## config.mk

```make
export PLATFORM = sky130hd
export DESIGN_NAME = ascon_block_packer
export DESIGN_NICKNAME = d
export VERILOG_FILES = /design/src/rtl/ascon_pack.sv /design/src/rtl/ascon_block_packer.sv
export SDC_FILE = /design/constraint.sdc
export NUM_CORES = 1
export LEC_CHECK = 0
export CAP_MARGIN = 20
export CORE_MARGIN = 2
export CORE_UTILIZATION = 30
export DETAILED_ROUTE_END_ITERATION = 8
export PLACE_DENSITY = 0.52
export RECOVER_POWER = 100
export REMOVE_ABC_BUFFERS = 1
export SLEW_MARGIN = 20
export SYNTH_ARGS = -nofsm -noshare
export SYNTH_HDL_FRONTEND = slang
export SYNTH_SLANG_ARGS = --single-unit
```

## constraint.sdc

```tcl
create_clock -name clock_i -period 1.83 [get_ports clock_i]
set_input_delay 0.366 -clock clock_i [delete_from_list [all_inputs] [get_ports clock_i]]
set_output_delay 0.366 -clock clock_i [all_outputs]
set_load 0.05 [all_outputs]
```

## src/rtl/ascon_pack.sv

```systemverilog
// Shared constants and types for the ASCON byte packer and its neighbours.
package ascon_pack;

  localparam logic [7:0]  ASCON_PAD_BYTE   = 8'h80;
  localparam int          ASCON_RATE_BYTES = 8;
  localparam logic [63:0] ASCON_PAD_BLOCK  = {ASCON_PAD_BYTE, 56'h0};

  typedef enum logic [1:0] {
    IDLE = 2'd0,
    FILL = 2'd1,
    HOLD = 2'd2,
    PAD  = 2'd3
  } type_packer_state;

endpackage

```

## src/rtl/ascon_block_packer.sv

```systemverilog
// Packs a plaintext byte stream MSB-first into 64-bit ASCON rate blocks with
// 10* padding, and hands each block downstream over valid/ready.
module ascon_block_packer
  import ascon_pack::*;
#(
  parameter int CNT_W = 4
) (
  input  logic             clock_i,
  input  logic             reset_i,
  input  logic             start_i,
  input  logic             empty_i,
  input  logic [7:0]       byte_i,
  input  logic             byte_valid_i,
  input  logic             byte_last_i,
  output logic             byte_ready_o,
  output logic [63:0]      block_o,
  output logic             block_valid_o,
  output logic             block_last_o,
  input  logic             block_ready_i,
  output logic [CNT_W-1:0] block_count_o,
  output logic             busy_o
);

  type_packer_state state;
  logic [2:0]       idx;
  logic             pad_pending;
  logic [63:0]      fill_next;

  function automatic logic [CNT_W-1:0] sat_inc(input logic [CNT_W-1:0] v);
    return (&v) ? v : v + CNT_W'(1);
  endfunction

  // Register image after accepting byte_i; a short final block also gets its
  // pad byte here. Later bytes are already zero since the register is cleared
  // before each fill.
  always_comb begin
    fill_next = block_o;
    for (int i = 0; i < ASCON_RATE_BYTES; i++) begin
      if (idx == i[2:0]) fill_next[63-8*i -: 8] = byte_i;
      if (byte_last_i && idx != 3'd7 && (idx + 3'd1) == i[2:0])
        fill_next[63-8*i -: 8] = ASCON_PAD_BYTE;
    end
  end

  assign byte_ready_o  = (state == FILL);
  assign block_valid_o = (state == HOLD) || (state == PAD);
  assign busy_o        = (state != IDLE);

  always_ff @(posedge clock_i) begin
    if (reset_i) begin
      state         <= IDLE;
      idx           <= 3'd0;
      pad_pending   <= 1'b0;
      block_o       <= 64'h0;
      block_last_o  <= 1'b0;
      block_count_o <= '0;
    end else begin
      case (state)
        IDLE: begin
          if (start_i) begin
            idx           <= 3'd0;
            pad_pending   <= 1'b0;
            block_count_o <= '0;
            block_o       <= empty_i ? ASCON_PAD_BLOCK : 64'h0;
            block_last_o  <= empty_i;
            state         <= empty_i ? PAD : FILL;
          end
        end
        FILL: begin
          if (byte_valid_i) begin
            block_o <= fill_next;
            idx     <= idx + 3'd1;
            if (idx == 3'd7) begin
              state        <= HOLD;
              block_last_o <= 1'b0;
              pad_pending  <= byte_last_i;
            end else if (byte_last_i) begin
              state        <= HOLD;
              block_last_o <= 1'b1;
            end
          end
        end
        HOLD: begin
          if (block_ready_i) begin
            block_count_o <= sat_inc(block_count_o);
            if (block_last_o) begin
              state <= IDLE;
            end else if (pad_pending) begin
              state        <= PAD;
              block_o      <= ASCON_PAD_BLOCK;
              block_last_o <= 1'b1;
              pad_pending  <= 1'b0;
            end else begin
              state   <= FILL;
              block_o <= 64'h0;
            end
          end
        end
        PAD: begin
          if (block_ready_i) begin
            block_count_o <= sat_inc(block_count_o);
            state         <= IDLE;
          end
        end
        default: state <= IDLE;
      endcase
    end
  end

endmodule
```

---- Yosys cells after proc, flatten, opt, wreduce, memory -nomap -nowiden ----
Cells that the tools add are included.
storage, ports and cells
  bits in registers ....................... 75
  input port bits ......................... 15
  output and inout bits ................... 72
  word-level logic and storage cells ...... 136
operators by class
  add/subtract/negate cells ............... 2
  equal/unequal tests ..................... 35
  mux-type cells .......................... 54
  reduce and logical (&&, ||, !) cells .... 32
operators with widths
  operator             count
  $mux 64              6
  $pmux 64 s3          1
  $mux 8               16
  $reduce_and 6->1     9
  $eq 3x3->1 const B   8
  $ne 3x1->1 const B   8
  $mux 2               9
  $eq 3x2->1 const B   4
  $mux 1               12
  $mux 4               3
  $ne 2x2->1 const B   6
  $reduce_and 5->1     2
  $logic_and 1x1->1    9
  $pmux 2 s4           1
  $pmux 4 s2           1
  $reduce_and 4->1     2
  $eq 3x1->1 const B   2
  $logic_not 3->1      2
  $mux 3               2
  $pmux 1 s3           2
  $pmux 3 s2           1
  $reduce_bool 2->1    3
  $add 4x1->4 const B  1
  $eq 2x2->1 const B   2
  10 further kinds     11

---- Logic depth before layout (Yosys ltp) ----
  word-level depth ........................ 6
  depth in mapped cells ................... 8
  mapped depth without buffers ............ 6

---- Worst setup path after synthesis ----
OpenSTA, ideal clock, no wires.
  kind .................................... flip-flop to flip-flop
  start point ............................. reg state[1]
  end point ............................... reg block_o[47]
  library setup time ...................... 0.121 ns
  data arrival time ....................... 2.057 ns
  required time ........................... 1.709 ns
  slack ................................... -0.348 ns
  cell stages (with the launch flop) ...... 9
  buffers on the path ..................... 2
  clock period less this slack ............ 2.178 ns
  cells stage by stage .................... dfxtp_1 > inv_1 > ha_1 > buf_2 > nand2b_2 > nand4_4 > a31o_1 > buf_6 > mux2_4
between the ends
  cells in the longest elaborated chain, start to end .. 3
  elaborated cells on any way between the ends .. 11
  classes of those cells .................. 7 x eq/ne; 1 x mux; 3 x reduce/logical
ends and longest elaborated chain
  what                                          RTL line                  text
  start: declaration                            ascon_block_packer.sv:24  type_packer_state state;
  start signal: assignment                      ascon_block_packer.sv:66  state <= empty_i ? PAD : FILL;
  $eq 2x1->1 (*)                                --
  net byte_ready_o                              ascon_block_packer.sv:15  output logic byte_ready_o,
  $ne 3x1->1 (no line) (tied with other cells)  --
  $reduce_and 6->1 (no line)                    --
  end signal: assignment                        ascon_block_packer.sv:64  block_o <= empty_i ? ASCON_PAD_BLOCK : 64'h0;
  end signal: assignment                        ascon_block_packer.sv:71  block_o <= fill_next;
  end: declaration                              ascon_block_packer.sv:16  output logic [63:0] block_o,
Mark *: on every way through the listed nets, which the timed path passes. The rest lies on a longest branch.
A chain may end at the register's enable or synchronous reset.

---- Final worst setup path ----
  start point ............................. reg state[1]
  end point ............................... out block_valid_o
between the ends
  cells in the longest elaborated chain, start to end .. 2
  elaborated cells on any way between the ends .. 3
  classes of those cells .................. 2 x eq/ne; 1 x reduce/logical
ends and longest elaborated chain
  what                  RTL line                  text
  $eq 2x2->1            ascon_block_packer.sv:46  assign block_valid_o = (state == HOLD) || (state == PAD);
  $logic_or 1x1->1 (*)  ascon_block_packer.sv:46
  end: declaration      ascon_block_packer.sv:17  output logic block_valid_o,
Mark *: on every way between the ends. The rest lies on a longest branch, timed or not.

==> metrics.md <==
| Metric | Value |
|---|---|
| CP Buf/Inv Count | `5` |
| Hold crit path type | `reg2reg` |
| Worst VDD drop | `0.000882 V` |
| First DRT Iteration DRCs | `around 300` |
| H-tree depth | `3` |
| Nets | `583` |
| Asr flop ratio synth | `0%` |
| Metal3 WL | `about 450 um` |
| Final wirelength | `10.8 mm` |
| Detail Placement HPWL | `approximately 8 mm` |
| Vias per inst | `4.71` |
| Port bufs | `86` |
| Final Wtd Congestion | `0.817` |
| Clock buffer depth | `2` |
| Syn Area/Cell | `around 9 um2` |
| Cell with the most instances after synthesis | `nand2_1` |
| WP depth | `7` |
| Routed vias | `between 3000 and 4000` |
| Setup crit end kind | `output pin` |
| Core Rows | `40` |
| Largest net degree at the start of global routing | `34` |
| Metal2 WL | `4.89 mm` |
| Worst reg2reg path endpoint | `block_o[45]$_SDFFE_PP0P_` |
| CTS clk-pin slew, worst paths | `~60 ps` |
| Top cells by area, synth | `dfxtp_1 40%, mux2i_1 13%, nand2_1 9.9%` |
| Commonest cells in the netlist | `99 x nand2_1, 75 x dfxtp_1, 48 x mux2i_1` |
| Netlist Area Pre-Place | `3740 um2` |
| CTS tree | `yes` |
| Hold-fix buffers, CTS | `0` |
| Crit Path Max Fanout | `4` |
| Leakage | `0.00201 uW` |
| Finish-stage setup viols | `1` |
| Root Buffer | `clkbuf_16` |
| Total Neg Setup Slack | `-26.3 ps` |
| Die span in x | `116 um` |
| MaxCap Viol Count | `0` |
| RSZ-0062 raised after global routing | `true` |
| Hold Path Cell Cnt | `2` |
| Number of enable flip-flop cells after synthesis | `0` |
| Final Util | `approximately 44%` |
| Most used cell, CP | `buf_6` |
| R2r worst-path depth | `7` |
| Initial antenna violation count | `0` |
| Clock period minus worst slack | `1860 ps` |
| Synth area leader | `dfxtp_1` |
| Post-route ant nets | `0` |
| Period Utilization, post-route | `101%` |
| Critical Path Max Stage Delay | `360 ps` |
| Endpoints failing hold | `0` |
| #FFs+latches synth | `75` |
| DIE AREA | `13400 um2` |
| Total iterations of the first detailed-routing run | `4` |
| GRT Overall Usage | `16.2%` |
| Diodes inserted | `0` |
| Top delay family on crit path | `buffers and inverters` |
| Placement Cell Area | `5140 um2` |
| CP required | `1460 ps` |
| Synth Instances | `410` |
| WL met1 | `~5.2 mm` |
| Failing checks | `setup timing` |
| Critical path arrival | `1490 ps` |
| Worst-Margin Slew | `slightly below 700 ps` |
| Crit Path Category | `reg2out` |
| Slew HR | `between 50% and 60%` |
| Hold path startpoint | `block_o[40]$_SDFFE_PP0P_` |
| Post-synth cell types | `56` |
| Chip height | `116 um` |
| Pwr Total | `about 8000 uW` |
| Final Instance Area | `5320 um2` |
| Min Hold Slack | `454 ps` |
| Num CTS Buffers | `9` |
| Overflow after GRT | `0` |
| Core area | `12100 um2` |
| Setup slack, reg-to-reg | `approximately 20 ps` |
| Syn. warnings | `0` |
| Io pins | `87` |
| Hold Path End | `block_o[40]$_SDFFE_PP0P_` |
| Post-synthesis sequential area ratio | `between 40% and 50%` |
| Worst r2r src | `state[1]$_SDFFE_PP0P_` |
| DR WL/cell | `14.8 um` |
| DR top layer | `met4` |
| P&R area growth vs syn | `42.2%` |
| Layout cells sized above 1 | `24.1%` |
| Setup ws final | `-26.3 ps` |
| Vias in the first global route | `3254` |
| Fmax | `between 0.5 and 0.6 GHz` |
| Top FF cell, synth | `dfxtp_1` |
| First-pass GRT wire length | `16.8 mm` |
| Slowest CP cell | `dfxtp_4` |
| Worst setup SP type | `flip-flop` |
| Yosys top cell area share | `about two fifths` |
| Residual DRC | `0` |
| Worst-Skew Late Latency | `340 ps` |
| Crit-path cells | `buf_6 > ha_4 > buf_6 > nor2_4 > buf_6 > inv_4 > buf_12` |
| Final Max Tran Viols | `0` |
| Sink Count | `75` |
| Initial cell density of the core | `30.9%` |
| Pwr dens | `approximately 1500 nW/um2` |
| Layout Skew | `6.40 ps` |
| Status | `finished with violations` |
## timing repair
action,4_1_cts,5_1_grt
pin swaps,1,9
resized for setup,18,31
setup endpoints to repair,54,65
setup buffers,0,5
## sequential cells by signal, summed over array words and instances (netlist names)
| name | flops |
|---|---|
| state | 2 |
| idx | 3 |
| pad_pending | 1 |
| block_count_o | 4 |
| block_o | 64 |
| block_last_o | 1 |
## cell families after synthesis
kind of cell / synth area share [%]
and+or+nand+nor: 22.3
DFF: 40.1
AOI/OAI and AO/OA: 14.5
muxes: 15.4
buffers and inverters: 3.81
adders and majority gates: 3.68
xor gates and xnor gates: 0.234
## worst max-delay path by stage
stage	startpoint	endpoint	slack, ps
finish	state[1]$_SDFFE_PP0P_	block_valid_o	-30
global route	state[1]$_SDFFE_PP0P_	block_last_o$_SDFFE_PP0P_	-70
CTS	state[0]$_SDFFE_PP0P_	block_valid_o	-80
detailed placement	start_i	block_last_o$_SDFFE_PP0P_	-310
global placement	start_i	block_o[48]$_SDFFE_PP0P_	-270
floorplan	state[1]$_SDFFE_PP0P_	block_o[47]$_SDFFE_PP0P_	-930
## where the power goes
| group | switching [uW] | internal (uW) | leakage (uW) | total, uW |
|---|---|---|---|---|
| clock network | 669 | 989 | 0.000133 | 1660 |
| registers | 115 | 1800 | 0.000608 | 1910 |
| logic | 2490 | 1940 | 0.00126 | 4430 |
| total | 3280 | 4720 | 0.00201 | 8000 |
## through the flow
stage               std cells  setup WS (ps)
floorplan                 389           -935
global placement          709           -266
detailed placement        709           -307
CTS                       724          -83.9
global route              729          -71.1
finish                    729          -26.3
## area by class of cell
cell class                 count  area, um2
clock buffer                  14        264
inverter                      12       47.5
timing repair buffer         157       1010
sequential                    75       1510
fill                        1270       6790
multi-input combinational    302       2270
clock inverter                 1       8.76
tap                          168        210
## per-layer routing
layer  track usage, %  up-vias
met5                0        -
met4             7.70        0
met3             3.14       14
met2             25.1       74
met1             21.8     1611
li1                 -     1736
## cells in the final DEF, fill, tap and decap left out, types with 4 or more instances in the layout
cell and instances:
a211o_1 5, o32ai_2 4, buf_4 58, mux2i_1 48, nor2_1 4, a21oi_1 11
nor2_4 7, nand3_1 9, buf_12 5, o211ai_2 4, a31oi_4 4, ha_1 5
mux2_1 7, nor3_1 7, dfxtp_1 71, clkbuf_16 9, nand4_1 4, inv_1 9
clkbuf_1 73, o21ai_0 8, nand2b_1 12, clkdlybuf4s50_1 14, ha_4 4, nand2_1 99
nor2b_1 10
## worst min-delay path, stage by stage (launching register included)
cell and delay [ps]:
dfxtp_1 300, nand2_1 50, mux2i_1 50
No activity file was read; power rests on OpenSTA's default activity.
